File: src/rtl/mult_iter_if.sv
// mult_iter_if: start/busy/done request bundle for the iterative multiplier.
//   start, signed_op, A, B (, acc)  requester -> multiplier
//   busy, done, O                   multiplier -> requester
//   acc exists only when MULT_ITER_ACC_EN is defined.
interface mult_iter_if #(parameter int WIDTH = 34);
   logic start, signed_op, busy, done;
   logic [WIDTH-1:0] A, B;
   logic [2*WIDTH-1:0] O;
`ifdef MULT_ITER_ACC_EN
   logic acc;
   modport master (output start, signed_op, A, B, acc, input busy, done, O);
   modport slave (input start, signed_op, A, B, acc, output busy, done, O);
`else
   modport master (output start, signed_op, A, B, input busy, done, O);
   modport slave (input start, signed_op, A, B, output busy, done, O);
`endif
endinterface

File: src/rtl/mult_iter.sv
// mult_iter: WIDTH x WIDTH multiplier time-sharing one 3-stage 18x18 tile over 17-bit limbs.
//   clk, rst  clock, synchronous active-high reset
//   m         mult_iter_if.slave: start/signed_op/A/B(/acc) in, busy/done/O out
//   MULT_ITER_ACC_EN adds acc: O accumulates the new product instead of being replaced.
module mult_iter #(parameter int WIDTH = 34) (
   input logic clk,
   input logic rst,
   mult_iter_if.slave m
);
   localparam int N = (WIDTH + 16) / 17;
   localparam int MW = 17 * N;
   localparam int AW = 34 * N;
   localparam int IW = $clog2(N + 1);
   typedef enum logic [1:0] {IDLE, ISSUE, DRAIN, FIX} state_t;
   state_t state, nxt;
   logic [MW-1:0] ma, mb;
   logic [WIDTH-1:0] abs_a, abs_b;
   logic s, accept, last;
   logic [IW-1:0] i, j;
   logic [1:0] dc;
   logic [AW-1:0] accum;
   logic [17:0] t_a, t_b;
   logic signed [35:0] prod;
   logic [35:0] p2, p3;
   logic v1, v2, v3;
   logic [IW:0] s1, s2, s3;
   logic [2*WIDTH-1:0] val;
`ifdef MULT_ITER_ACC_EN
   logic acc_r;
`endif
   // magnitudes: -2^(WIDTH-1) negates to itself, which read unsigned is the right magnitude
   assign abs_a = (m.signed_op && m.A[WIDTH-1]) ? -m.A : m.A;
   assign abs_b = (m.signed_op && m.B[WIDTH-1]) ? -m.B : m.B;
   assign accept = m.start && state == IDLE;
   assign last = i == IW'(N - 1) && j == IW'(N - 1);
   assign prod = $signed({{18{t_a[17]}}, t_a}) * $signed({{18{t_b[17]}}, t_b});
   assign val = s ? -accum[2*WIDTH-1:0] : accum[2*WIDTH-1:0];
   assign m.busy = state != IDLE;
   always_comb begin
      nxt = state;
      case (state)
         IDLE:  nxt = m.start ? ISSUE : IDLE;
         ISSUE: nxt = last ? DRAIN : ISSUE;
         DRAIN: nxt = dc == 2'd2 ? FIX : DRAIN;
         default: nxt = IDLE;
      endcase
   end
   always_ff @(posedge clk) begin
      if (rst) begin
         state <= IDLE;
         m.O <= '0;
         m.done <= 1'b0;
         accum <= '0;
         v1 <= 1'b0;
         v2 <= 1'b0;
         v3 <= 1'b0;
      end else begin
         state <= nxt;
         m.done <= state == FIX;
         if (accept) begin
            ma <= MW'(abs_a);
            mb <= MW'(abs_b);
            s <= m.signed_op & (m.A[WIDTH-1] ^ m.B[WIDTH-1]);
            i <= '0;
            j <= '0;
            dc <= '0;
            accum <= '0;
`ifdef MULT_ITER_ACC_EN
            acc_r <= m.acc;
`endif
         end else if (v3) begin
            accum <= accum + (AW'(p3) << (17 * s3));
         end
         if (state == ISSUE) begin
            j <= j == IW'(N - 1) ? '0 : j + IW'(1);
            i <= j == IW'(N - 1) ? i + IW'(1) : i;
         end
         if (state == DRAIN) dc <= dc + 2'd1;
         // tile stage 1: zero-extended limbs plus the shift tag travel with the valid bit
         v1 <= state == ISSUE;
         t_a <= {1'b0, ma[17*i +: 17]};
         t_b <= {1'b0, mb[17*j +: 17]};
         s1 <= {1'b0, i} + {1'b0, j};
         v2 <= v1;
         p2 <= prod;
         s2 <= s1;
         v3 <= v2;
         p3 <= p2;
         s3 <= s2;
         if (state == FIX) begin
`ifdef MULT_ITER_ACC_EN
            m.O <= acc_r ? m.O + val : val;
`else
            m.O <= val;
`endif
         end
      end
   end
endmodule

File: src/flat_wrapper.sv
// flat-port wrapper written by rule: the top's interface ports become plain ports
module mult_iter_flat 
#(parameter int WIDTH = 34)
  (clk, rst, m_start, m_signed_op, m_A, m_B, m_busy, m_done, m_O);
  mult_iter_if #(.WIDTH(WIDTH)) m_i ();
  input logic clk;
  input logic rst;
  input wire logic [$bits(m_i.start)-1:0] m_start;
  input wire logic [$bits(m_i.signed_op)-1:0] m_signed_op;
  input wire logic [$bits(m_i.A)-1:0] m_A;
  input wire logic [$bits(m_i.B)-1:0] m_B;
  output wire logic [$bits(m_i.busy)-1:0] m_busy;
  output wire logic [$bits(m_i.done)-1:0] m_done;
  output wire logic [$bits(m_i.O)-1:0] m_O;
  assign m_i.start = m_start;
  assign m_i.signed_op = m_signed_op;
  assign m_i.A = m_A;
  assign m_i.B = m_B;
  assign m_busy = m_i.busy;
  assign m_done = m_i.done;
  assign m_O = m_i.O;
  mult_iter #(.WIDTH(WIDTH)) u_core (.clk(clk), .rst(rst), .m(m_i));
endmodule
File: config.mk
export PLATFORM = sky130hd
export DESIGN_NAME = mult_iter_flat
export DESIGN_NICKNAME = d
export VERILOG_FILES = /design/src/rtl/mult_iter_if.sv /design/src/rtl/mult_iter.sv /design/src/flat_wrapper.sv
export SDC_FILE = /design/constraint.sdc
export NUM_CORES = 2
export LEC_CHECK = 0
export CORE_MARGIN = 4
export CORE_UTILIZATION = 50
export DETAILED_ROUTE_END_ITERATION = 8
export DONT_BUFFER_PORTS = 1
export PLACE_DENSITY = 0.68
export SLEW_MARGIN = 20
export SYNTH_ARGS = -nofsm -noshare
export SYNTH_HDL_FRONTEND = slang
export SYNTH_SLANG_ARGS = --single-unit
File: constraint.sdc
create_clock -name clk -period 12.2 [get_ports clk]
set_clock_uncertainty 0.2 [all_clocks]
set_input_delay 1.22 -clock clk [delete_from_list [all_inputs] [get_ports clk]]
set_output_delay 1.22 -clock clk [all_outputs]
set_load 0.01 [all_outputs]
==> reports/summary.log <==
INFO  status         status=completed
INFO  critical_path  worst-endpoint-required=12.31ns
INFO  timing         timing_hold_violations_final=0
INFO  job            max_cap_viol_count=0
INFO  floorplanning  die_height=244.8microns
INFO  critical_path  critical_path_buffers_and_inverters=4
INFO  cells_and_area layout.nets=3,428
INFO  floorplanning  design.core.area=55,310squm
INFO  power_and_ir_drop power.static_leakage=0.01287uW
INFO  logic_synthesis ys.flop_type=sky130_fd_sc_hd__edfxtp_1
INFO  drt            ant_nets=0
INFO  cts            post_cts_buffers=0
INFO  placement      placed_area=28,550squm
INFO  critical_path  ff2ff_setup_slack=4.47ns
INFO  cells_and_area num_antenna_cells=0
INFO  power_and_ir_drop finalPower=5534uW
INFO  logic_synthesis synth-seq-area-share=0.3006
INFO  global_route   grt_remaining_overflow=0
INFO  global_route   grt_usage=0.2348
INFO  drt            route.detailed.drc=0
INFO  logic_synthesis synthArstFlopShare=0
INFO  critical_path  crit_path_max_fanout=17
INFO  global_route   antenna_found_initial=0
INFO  cells_and_area stdcell_count=3,726
INFO  critical_path  crit_arrival=7.84ns
INFO  drt            drt-pass1-iter-count=5
INFO  drt            route.final.wire_length=70.57mm
INFO  critical_path  timing.critical_path.max_delay_family=adder cells
INFO  hold_path      hold_class=reg -> reg
INFO  critical_path  max_stage_delay=0.67ns
INFO  logic_synthesis ys_types=70
INFO  global_route   wire_length_of_the_first_global_routing_pass=113.4mm
INFO  floorplanning  initial_core_util=0.5069
INFO  floorplanning  die_width=244.8microns
INFO  critical_path  worst_r2r_path_depth=22
INFO  timing         setup_tns=0ns
INFO  logic_synthesis post_synth_inst_count=3,042
INFO  cts            tritoncts=built
INFO  timing         rsz_0062_raised_after_global_routing=no
INFO  critical_path  worstSetupStartpointType=flop
INFO  cells_and_area post-route-cell-area=29,880squm
INFO  cts            clk_root_buffer_cell=sky130_fd_sc_hd__clkbuf_16
INFO  placement      place_hpwl=55.36mm
INFO  logic_synthesis postSynthRegisterBits=328
INFO  cts            ctsLongestPathBuffers=3
INFO  critical_path  critical_path_class=reg -> reg
INFO  placement      routabilityCongestion=0.9401
INFO  cells_and_area area_growth=6.587%
INFO  cts            htree_levels=2
INFO  cts            ctsHoldBuffers=0
INFO  cells_and_area multi_input_area=17,780squm
INFO  critical_path  crit_path_cell_trace=and2_1 -> fa_1 -> inv_1 -> fa_1 -> fa_1 -> fa_1 -> inv_1 -> fa_1 -> inv_1 -> fa_1 -> inv_1 -> ha_1 -> a21o_1 -> a21o_1 -> a21o_1 -> a41oi_1 -> o21ai_0 -> a311oi_1 -> o21ai_0 -> a21o_1 -> a21oi_1 -> xnor2_1
INFO  global_route   maximum_number_of_pins_on_one_net_before_global_route_repair=76
INFO  cts            cts-buffers-inserted=38
INFO  timing         layout_min_cycle_time=7.734ns
INFO  timing         timing.slew.headroom=0.3123
INFO  cells_and_area layout_cells_sized_above_1=0.03660
INFO  placement      placedCellCount=3,655
INFO  timing         finalCritPeriodShare=0.6340
INFO  logic_synthesis yosysWarnings=0
INFO  placement      placement.io_buffers=0
INFO  power_and_ir_drop power_density=185.2nW/um^2
INFO  drt            total_number_of_vias=20,960
INFO  cells_and_area area.sequential=8429squm
INFO  floorplanning  die_area=59,930squm
INFO  logic_synthesis synth_fp_nets=3,522
INFO  critical_path  cp.depth=22
INFO  cells_and_area fillers=5,040
INFO  logic_synthesis number_of_flops_mapped_to_enable_cells_by_yosys=186
INFO  floorplanning  io_pins=142
INFO  cts            clk_pin_slew=0.06ns
INFO  logic_synthesis syn_area_per_cell=9.217squm
INFO  critical_path  cpMostUsedCell=sky130_fd_sc_hd__fa_1
INFO  timing         setup_viol=0
INFO  critical_path  crit_slowest_cell=sky130_fd_sc_hd__edfxtp_1
INFO  drt            vias_per_cell=5.624
INFO  cts            clock-sinks=328
INFO  critical_path  timing.critical_path.to_type=flop
INFO  timing         clock.fmax=129.3MHz
INFO  drt            detail_route.iter0.violations=1,472
INFO  timing         timing.final.max_slew_violations=0
INFO  hold_path      hold-path-cell-count=0
INFO  global_route   vias_in_the_first_global_route=20,920
INFO  cts            clk_latency=0.57ns
INFO  drt            detail_route.wl_per_cell=18.94microns
INFO  power_and_ir_drop vdd.ir_drop.worst=210.7uV
INFO  timing         worst-slew-pin-transition=1.032ns
INFO  cts            count_of_instances_resized_after_the_clock_tree_is_built=0
INFO  logic_synthesis mappedNetlistArea=28,040squm
INFO  floorplanning  floorplan.rows=86
==> path summary, 6_finish.rpt <==
kind / startpoint / end
setup / recovery: u_core.t_a[5] / u_core.p2[31]
hold / removal: u_core.p2[0] / u_core.p3[0]
hold reg to reg: u_core.p2[0] / u_core.p3[0]
setup reg to reg: u_core.t_a[5] / u_core.p2[31]
==> routing by layer <==
metal	global-route usage	vias to the layer above	wire length (microns)
met3	0.03037	117	3547
met1	0.3063	10180	30370
met4	0.07333	0	2204
met2	0.4087	593	34450
li1	-	10070	-
met5	0	-	0
==> worst reg2reg max path: stages, from the launching register on <==
cell                       delay [ns]
sky130_fd_sc_hd__edfxtp_1        0.67
sky130_fd_sc_hd__and2_1          0.32
sky130_fd_sc_hd__fa_1            0.53
sky130_fd_sc_hd__inv_1           0.05
sky130_fd_sc_hd__fa_1            0.57
sky130_fd_sc_hd__fa_1            0.46
sky130_fd_sc_hd__fa_1            0.52
sky130_fd_sc_hd__inv_1           0.06
sky130_fd_sc_hd__fa_1            0.52
sky130_fd_sc_hd__inv_1           0.05
sky130_fd_sc_hd__fa_1            0.53
sky130_fd_sc_hd__inv_1           0.04
sky130_fd_sc_hd__ha_1            0.37
sky130_fd_sc_hd__a21o_1          0.21
sky130_fd_sc_hd__a21o_1          0.17
sky130_fd_sc_hd__a21o_1          0.18
sky130_fd_sc_hd__a41oi_1         0.33
sky130_fd_sc_hd__o21ai_0         0.28
sky130_fd_sc_hd__a311oi_1        0.67
sky130_fd_sc_hd__o21ai_0         0.27
sky130_fd_sc_hd__a21o_1          0.22
sky130_fd_sc_hd__a21oi_1         0.17
sky130_fd_sc_hd__xnor2_1         0.09
==> cells in the mapped netlist, types with 9 or more instances <==
cell                         n  share of area
sky130_fd_sc_hd__inv_1     350          0.047
sky130_fd_sc_hd__and2_1    156          0.035
sky130_fd_sc_hd__edfxtp_1  186           0.20
sky130_fd_sc_hd__nand2b_1   21         0.0047
sky130_fd_sc_hd__dfxtp_1   142           0.10
sky130_fd_sc_hd__xor2_1     96          0.030
sky130_fd_sc_hd__o41ai_1    15         0.0047
sky130_fd_sc_hd__o31ai_1    30         0.0080
sky130_fd_sc_hd__a22oi_1    17         0.0046
sky130_fd_sc_hd__o21bai_1   26         0.0070
sky130_fd_sc_hd__nand3_1    19         0.0034
sky130_fd_sc_hd__nor2_1    201          0.027
sky130_fd_sc_hd__nand2_1   351          0.047
sky130_fd_sc_hd__nor3_1     31         0.0055
sky130_fd_sc_hd__o31a_1      9         0.0028
sky130_fd_sc_hd__mux2i_1    85          0.030
sky130_fd_sc_hd__a21o_1     53          0.014
sky130_fd_sc_hd__nor2b_1    16         0.0036
sky130_fd_sc_hd__a31oi_1    12         0.0027
sky130_fd_sc_hd__or3_1      34         0.0076
sky130_fd_sc_hd__mux4_2      9         0.0072
sky130_fd_sc_hd__or4_1      23         0.0062
sky130_fd_sc_hd__nor4_1     10         0.0022
sky130_fd_sc_hd__buf_1      10         0.0013
sky130_fd_sc_hd__o21ai_1     9         0.0016
sky130_fd_sc_hd__fa_1      226           0.16
sky130_fd_sc_hd__a21oi_1   162          0.029
sky130_fd_sc_hd__ha_1      182          0.081
sky130_fd_sc_hd__o21ai_0   164          0.029
sky130_fd_sc_hd__clkbuf_1  136          0.018
sky130_fd_sc_hd__o21a_1     13         0.0035
sky130_fd_sc_hd__xnor2_1   116          0.036
sky130_fd_sc_hd__and3_1      9         0.0020
sky130_fd_sc_hd__nand4_1    31         0.0069
==> registers in the layout (all words and copies together), names as in the netlist, 2 cells and up <==
| register | cells |
|---|---|
| u_core.accum | 68 |
| u_core.m.O | 68 |
| u_core.ma | 34 |
| u_core.mb | 34 |
| u_core.p2 | 34 |
| u_core.p3 | 34 |
| u_core.t_a | 17 |
| u_core.t_b | 17 |
| u_core.s1 | 3 |
| u_core.s2 | 3 |
| u_core.s3 | 3 |
| u_core.dc | 2 |
| u_core.i | 2 |
| u_core.j | 2 |
| u_core.state | 2 |
==> layout by cell type (no fill, tap or decap), drive strengths merged, types with 53 or more instances in the layout <==
cell type / count
nand2: 351
inv: 351
fa: 226
nor2: 201
edfxtp: 186
ha: 182
o21ai: 173
a21oi: 162
and2: 156
dfxtp: 142
xnor2: 116
xor2: 96
mux2i: 85
a21o: 53
==> cells by family (layout without fill, tap and decap cells) <==
kind of cell	Yosys count	in the layout	synth area share
buffers and inverters	497	433	0.06658
AND/OR/NAND/NOR	926	926	0.1578
multiplexers	99	99	0.03958
adder cells (fa/ha/maj)	408	408	0.2426
AO/OA/AOI/OAI	572	572	0.1266
flip-flops	328	328	0.3006
XOR/XNOR	212	212	0.06622
==> cell type report <==
class                      instances  area share
clock buffer                      47     0.03433
clock inverter                    23    0.009839
inverter                         350     0.04404
multi-input combinational       2217      0.5950
sequential                       328      0.2821
tap                              748     0.03132
timing repair buffer              13    0.003391
==> stage by stage <==
| step | utilization | hold slack (ns) | setup WS, ns |
|---|---|---|---|
| 3_3_place_gp | 0.5160 | 0.2005 | 4.642 |
| 2_1_floorplan | - | 0.2003 | 5.293 |
| 6_report | 0.5403 | 0.1981 | 4.466 |
| 3_5_place_dp | 0.5161 | 0.2045 | 4.478 |
| 5_1_grt | 0.5403 | 0.1971 | 4.052 |
| 4_1_cts | 0.5400 | 0.1993 | 4.468 |
==> power by group <==
part / internal [uW] / leakage, uW / switching [uW]
clock network: 729 / 0.000651 / 466
logic: 1190 / 0.00927 / 1600
registers: 1430 / 0.00295 / 117
total: 3350 / 0.0129 / 2180
Power figures use the tool's default switching activity.
